<file path="config.mk">
export PLATFORM = sky130hd
export DESIGN_NAME = ps2_host_tx
export DESIGN_NICKNAME = d
export VERILOG_FILES = /design/src/rtl/ps2_pkg.sv /design/src/rtl/ps2_sync_edge.sv /design/src/rtl/ps2_host_tx.sv
export SDC_FILE = /design/constraint.sdc
export NUM_CORES = 1
export LEC_CHECK = 0
export ABC_AREA = 1
export CAP_MARGIN = 10
export CORE_ASPECT_RATIO = 1.2
export CORE_UTILIZATION = 58
export DETAILED_ROUTE_END_ITERATION = 12
export GPL_TIMING_DRIVEN = 1
export PLACE_DENSITY = 0.79
export RECOVER_POWER = 25
export SETUP_SLACK_MARGIN = 0.5
export SLEW_MARGIN = 5
export SYNTH_ARGS = -nofsm -noshare
export SYNTH_HDL_FRONTEND = slang
export SYNTH_SLANG_ARGS = --single-unit
</file>
<file path="constraint.sdc">
create_clock -name CLK -period 2 [get_ports CLK]
set_input_delay 0.6 -clock CLK [delete_from_list [all_inputs] [get_ports CLK]]
set_output_delay 0.6 -clock CLK [all_outputs]
set_load 0.005 [all_outputs]
</file>
<file path="src/rtl/ps2_pkg.sv">
// Shared PS/2 definitions: host transmit FSM states, default timing constants,
// and the odd-parity helper also used by the keyboard receiver.
package ps2_pkg;

  typedef enum logic [2:0] {
    ST_IDLE,
    ST_INHIBIT,
    ST_START,
    ST_SHIFT,
    ST_ACK,
    ST_WAIT_IDLE
  } ps2_state_e;

  localparam int PS2_INHIBIT_CYCLES = 2048;
  localparam int PS2_TIMEOUT_CYCLES = 262144;

  // PS/2 parity bit: 1 when the data byte holds an even number of ones.
  function automatic logic ps2_odd_parity(input logic [7:0] d);
    return ~(^d);
  endfunction

endpackage

</file>
<file path="src/rtl/ps2_sync_edge.sv">
// Two-flop synchronizer for one raw PS/2 line plus a falling-edge detector
// that needs a synchronized 1 followed by a synchronized 0.
module ps2_sync_edge (
  input  logic CLK,
  input  logic RST,
  input  logic i_pin,
  output logic o_sync,
  output logic o_fe
);

  logic r_meta;
  logic r_sync;
  logic r_sync_d;

  always_ff @(posedge CLK) begin
    if (!RST) begin
      r_meta   <= 1'b1;
      r_sync   <= 1'b1;
      r_sync_d <= 1'b1;
    end else begin
      r_meta   <= i_pin;
      r_sync   <= r_meta;
      r_sync_d <= r_sync;
    end
  end

  assign o_sync = r_sync;
  assign o_fe   = r_sync_d & ~r_sync;

endmodule

</file>
<file path="src/rtl/ps2_host_tx.sv">
// PS/2 host-to-device command transmitter: inhibit, start bit, 8 data bits,
// odd parity, stop, device acknowledge, with a watchdog on the device clock.
module ps2_host_tx
  import ps2_pkg::*;
#(
  parameter int INHIBIT_CYCLES = PS2_INHIBIT_CYCLES,
  parameter int TIMEOUT_CYCLES = PS2_TIMEOUT_CYCLES
) (
  input  logic       CLK,
  input  logic       RST,
  input  logic       WR_STB,
  input  logic [7:0] WR_DATA,
  input  logic       KB_CLK_IN,
  input  logic       KB_DATA_IN,
  output logic       KB_CLK_OE,
  output logic       KB_DATA_OE,
  output logic       BUSY,
  output logic       DONE,
  output logic       ACK_ERR,
  output logic       TIMEOUT_ERR,
  output logic       RX_INHIBIT,
  output ps2_state_e DBG_STATE
);

  localparam int IW = $clog2(INHIBIT_CYCLES);
  localparam int TW = $clog2(TIMEOUT_CYCLES);

  ps2_state_e  r_state;
  logic          r_clk_oe;
  logic          r_data_oe;
  logic          r_busy;
  logic          r_done;
  logic          r_ack_err;
  logic          r_tmo_err;
  logic [IW-1:0] r_inh_cnt;
  logic [TW-1:0] r_wdog;
  logic [3:0]    r_bit_cnt;
  logic [7:0]    r_shift;

  logic w_clk_sync;
  logic w_clk_fe;
  logic w_data_sync;
  logic w_data_fe;

  ps2_sync_edge u_clk_sync (
    .CLK    (CLK),
    .RST    (RST),
    .i_pin  (KB_CLK_IN),
    .o_sync (w_clk_sync),
    .o_fe   (w_clk_fe)
  );

  ps2_sync_edge u_data_sync (
    .CLK    (CLK),
    .RST    (RST),
    .i_pin  (KB_DATA_IN),
    .o_sync (w_data_sync),
    .o_fe   (w_data_fe)
  );

  always_ff @(posedge CLK) begin
    if (!RST) begin
      r_state   <= ST_IDLE;
      r_clk_oe  <= 1'b0;
      r_data_oe <= 1'b0;
      r_busy    <= 1'b0;
      r_done    <= 1'b0;
      r_ack_err <= 1'b0;
      r_tmo_err <= 1'b0;
      r_inh_cnt <= '0;
      r_wdog    <= '0;
      r_bit_cnt <= '0;
      r_shift   <= '0;
    end else begin
      r_done <= 1'b0;
      case (r_state)
        ST_IDLE: begin
          r_clk_oe  <= 1'b0;
          r_data_oe <= 1'b0;
          if (WR_STB) begin
            r_shift   <= WR_DATA;
            r_ack_err <= 1'b0;
            r_tmo_err <= 1'b0;
            r_busy    <= 1'b1;
            r_clk_oe  <= 1'b1;
            r_inh_cnt <= '0;
            r_state   <= ST_INHIBIT;
          end
        end
        ST_INHIBIT: begin
          // Data is pulled low one cycle before clock release so the start bit is set up.
          if (r_inh_cnt == IW'(INHIBIT_CYCLES - 2)) r_data_oe <= 1'b1;
          if (r_inh_cnt == IW'(INHIBIT_CYCLES - 1)) begin
            r_clk_oe  <= 1'b0;
            r_inh_cnt <= '0;
            r_bit_cnt <= '0;
            r_wdog    <= '0;
            r_state   <= ST_START;
          end else begin
            r_inh_cnt <= r_inh_cnt + IW'(1);
          end
        end
        ST_START, ST_SHIFT, ST_ACK: begin
          if (w_clk_fe) begin
            r_wdog    <= '0;
            r_bit_cnt <= r_bit_cnt + 4'd1;
            if (r_state == ST_ACK) begin
              r_ack_err <= w_data_sync;
              r_state   <= ST_WAIT_IDLE;
            end else if (r_bit_cnt < 4'd8) begin
              r_data_oe <= ~r_shift[r_bit_cnt[2:0]];
              r_state   <= ST_SHIFT;
            end else if (r_bit_cnt == 4'd8) begin
              r_data_oe <= ~ps2_odd_parity(r_shift);
            end else begin
              r_data_oe <= 1'b0;
              r_state   <= ST_ACK;
            end
          end else if (r_wdog == TW'(TIMEOUT_CYCLES - 1)) begin
            r_tmo_err <= 1'b1;
            r_clk_oe  <= 1'b0;
            r_data_oe <= 1'b0;
            r_done    <= 1'b1;
            r_busy    <= 1'b0;
            r_bit_cnt <= '0;
            r_wdog    <= '0;
            r_state   <= ST_IDLE;
          end else begin
            r_wdog <= r_wdog + TW'(1);
          end
        end
        ST_WAIT_IDLE: begin
          r_clk_oe  <= 1'b0;
          r_data_oe <= 1'b0;
          if (w_clk_sync && w_data_sync) begin
            r_done    <= 1'b1;
            r_busy    <= 1'b0;
            r_bit_cnt <= '0;
            r_state   <= ST_IDLE;
          end
        end
        default: r_state <= ST_IDLE;
      endcase
    end
  end

  assign KB_CLK_OE   = r_clk_oe;
  assign KB_DATA_OE  = r_data_oe;
  assign BUSY        = r_busy;
  assign RX_INHIBIT  = r_busy;
  assign DONE        = r_done;
  assign ACK_ERR     = r_ack_err;
  assign TIMEOUT_ERR = r_tmo_err;
  assign DBG_STATE   = r_state;

endmodule

</file>
==> summary.txt <==
Run status
  • Status: completed

Run
  • Max-cap violations: 0

Synth
  • Syn Std Cell Area: 3100 um2
  • Register area share after synthesis: 0.355
  • Post-synthesis instance total: 463
  • Ys async rst share: 0
  • Synth warnings: 0
  • Synthesized area per cell: 6.69 um2
  • Synth Register Bits: 55
  • Synth Net Count: 481
  • Cell variety after synth: 37
  • EDFF count, synth: 0
  • Top FF cell, synth: dfxtp_1

Clock tree
  • TritonCTS Sinks: 55
  • CTS Root Cell: clkbuf_8
  • Worst-skew pair later-pin latency: 0.32 ns
  • H-tree Lvls: 2
  • Clk pin slew, worst setup/hold paths: 0.11 ns
  • TritonCTS buffer count: 5
  • Maximum buffer depth of the clock tree: 2
  • Hold_buf cts: 0
  • CTS tree: built

Hold path
  • Hold crit path type: flip-flop to flip-flop
  • Min-Delay Path Depth: 1
  • WHS Endpoint: u_data_sync.o_sync
  • Critical hold path startpoint: u_data_sync.r_meta

Timing
  • Final setup violation count: 0
  • WHS: 0.428 ns
  • Setup TNS: 0 ns
  • Slew of the pin with the lowest slew margin: 0.358 ns
  • Clock skew: 0.0152 ns
  • Slew Viols, Final: 0
  • Unrepaired setup endpoints after global routing: true
  • Min Tclk post-route: 1.86 ns
  • Headroom to the max-slew limit: 0.761
  • Hold Fails Final Rpt: 0
  • FMAX: 537 MHz
  • Final Cycle Share: 0.930

Floorplan
  • Starting density of the core: 0.614
  • Row count: 28
  • Ports: 23
  • Die Y: 82.1 um
  • Core Region: 5040 um2
  • Die Wd: 68.7 um
  • Die Area: 5640 um2

Global route
  • Largest net degree at the start of global routing: 24
  • Remaining Overflow, GRT: 0
  • Initial antenna violation count: 0
  • Via count of the first global-routing pass: 3001
  • First-pass GRT wire length: 13000 um
  • GRT Total Usage: 0.314

Critical path
  • CP max-delay cell: dfxtp_4
  • Crit Path Max Fanout: 3
  • Required time of the critical path: 2.21 ns
  • Worst Setup End Kind: flip-flop
  • Crit path cell chain: buf_4 > nand3_2 > nor2_2 > nand3_1 > nor2_1 > nand2_4 > xor2_2 > nor2_1
  • Worst reg2reg path startpoint: r_wdog[0]
  • Worst reg2reg setup slack: 0.14 ns
  • CP most frequent cell: nor2_1
  • Max stage delay on crit path: 0.39 ns
  • Worst EP arrival: 2.07 ns
  • Critical path type: flip-flop to flip-flop
  • R2R Path End: r_wdog[17]
  • Reg2Reg Depth: 8
  • CP startpoint kind: flip-flop

Pwr
  • Maximum VDD drop: 1040 uV
  • Leak Pwr: 1.91 nW
  • Power density of the placed cells: 1570 nW/um2

Routing
  • Number of nets still failing antenna checks after routing: 0
  • Via count: 3717
  • Routed vias/inst: 6.26
  • DR pass1 iterations: 7
  • Starting DRC count in detailed routing: 472
  • Drc violations: 0
  • WL final: 12100 um
  • Drt wl/cell: 20.3 um

Layout
  • Ant diodes: 0
  • Area Growth Syn to Fin: 42.3%
  • Share of layout cells above drive strength 1: 0.341
  • Fillers: 240
  • Net count, final: 551

Place
  • Port bufs: 22
  • Final GP Congestion: 0.921
  • DP HPWL: 4950 um
-- cells by family after synthesis --
group | count (synthesis) | synth area share
XOR/XNOR | 12 | 0.0339
AO/OA/AOI/OAI | 55 | 0.0985
AND/OR/NAND/NOR | 260 | 0.389
buffers and inverters | 76 | 0.103
adder cells (fa/ha/maj) | 5 | 0.0202
flip-flops | 55 | 0.355
-- routing by layer --
| layer | global-route usage | vias to the layer above | part of all wire | wire, um |
|---|---|---|---|---|
| met5 | 0 | - | 0 | 0 |
| met4 | 0.184 | 0 | 0.079 | 950 |
| met3 | 0.0736 | 105 | 0.085 | 1030 |
| met2 | 0.558 | 319 | 0.49 | 5930 |
| met1 | 0.329 | 1688 | 0.34 | 4150 |
| li1 | - | 1605 | - | - |
-- cell type report --
cell class              instances  area [um2]  area share
multi-input cells             334        2130       0.483
flip-flops and latches         55        1140       0.259
repair buffers                 70         651       0.147
inverters                      67         282      0.0638
well taps                      60        75.1      0.0170
clock buffers                   6        72.6      0.0164
clock inverters                 2        60.1      0.0136
-- cells in the mapped netlist, types with 4 or more instances --
cell type	instances	area [um2]
nand3_1	32	160
nand2_1	126	473
nor2_2	6	37.5
dfxtp_1	55	1100
nand2_2	7	43.8
or2_2	4	25.0
a21oi_1	30	150
xor2_1	9	78.8
nand4_1	12	75.1
nor2_1	53	199
inv_2	4	15.0
o21ai_0	16	80.1
inv_1	63	236
ha_1	5	62.6
nand2_4	4	45.0
-- repair_timing --
item,in CTS,in global routing
buffers inserted,23,17
cloned,2,0
pin swaps,20,40
gates resized for setup,81,106
setup endpoints to repair,49,49
-- placed cells by master (no fill, tap or decap), types with 3 or more instances in the layout --
master	instances
dfxtp_4	5
nor2_1	41
buf_4	30
xor2_1	8
clkbuf_8	5
nand3_4	6
nor3b_2	3
nand2_2	11
dfxtp_2	18
nand2_1	111
clkdlybuf4s50_1	10
a21oi_1	22
ha_1	3
o21ai_0	14
clkdlybuf4s15_1	5
nand2_8	8
inv_2	7
nand3_1	25
inv_1	52
nor2_4	15
nor2_2	6
nand4_1	12
buf_6	18
inv_4	5
dfxtp_1	32
or2_2	4
nand3_2	4
nand2_4	9
a21oi_2	9
-- critical path: cells and delay by family, from the launching register on --
family	cells	cell delay (ns)
xor gates and xnor gates	1	0.23
buffers and inverters	1	0.13
and+or+nand+nor	6	0.99
DFF	1	0.39
-- flip-flops by register name (all words and copies together), names as in the netlist --
| register | flops |
|---|---|
| u_data_sync.r_meta | 1 |
| u_clk_sync.r_meta | 1 |
| BUSY | 1 |
| r_inh_cnt | 11 |
| u_clk_sync.r_sync_d | 1 |
| r_shift | 8 |
| KB_DATA_OE | 1 |
| u_clk_sync.o_sync | 1 |
| DBG_STATE | 3 |
| TIMEOUT_ERR | 1 |
| u_data_sync.o_sync | 1 |
| r_wdog | 18 |
| KB_CLK_OE | 1 |
| DONE | 1 |
| r_bit_cnt | 4 |
| ACK_ERR | 1 |
-- through the flow --
stage	instance area [um2]	worst slack [ns]	cells	power [mW]	util
after floorplan	3130	0.516	463	3.27	-
after global placement	3430	0.0886	544	3.80	0.679
after detailed placement	3430	0.0750	544	3.83	0.679
after CTS	3960	0.423	577	5.58	0.786
after global routing	4410	0.0122	594	7.22	0.875
final	4410	0.139	594	6.92	0.875
-- report_power, final --
part	leakage (nW)	internal, mW	switching [mW]
combinational	1.39	1.82	2.69
sequential	0.460	1.31	0.195
clock	0.0654	0.501	0.395
-- worst max-delay path by stage --
stage | startpoint | endpoint | cells past startpoint
global route | r_wdog[8] | r_bit_cnt[2] | 10
global placement | WR_STB | r_inh_cnt[5] | 7
CTS | DBG_STATE[0] | r_wdog[9] | 10
finish | r_wdog[0] | r_wdog[17] | 8
floorplan | r_wdog[0] | r_wdog[13] | 9
detailed placement | WR_STB | r_inh_cnt[5] | 7
(Power assumes the default switching activity.)
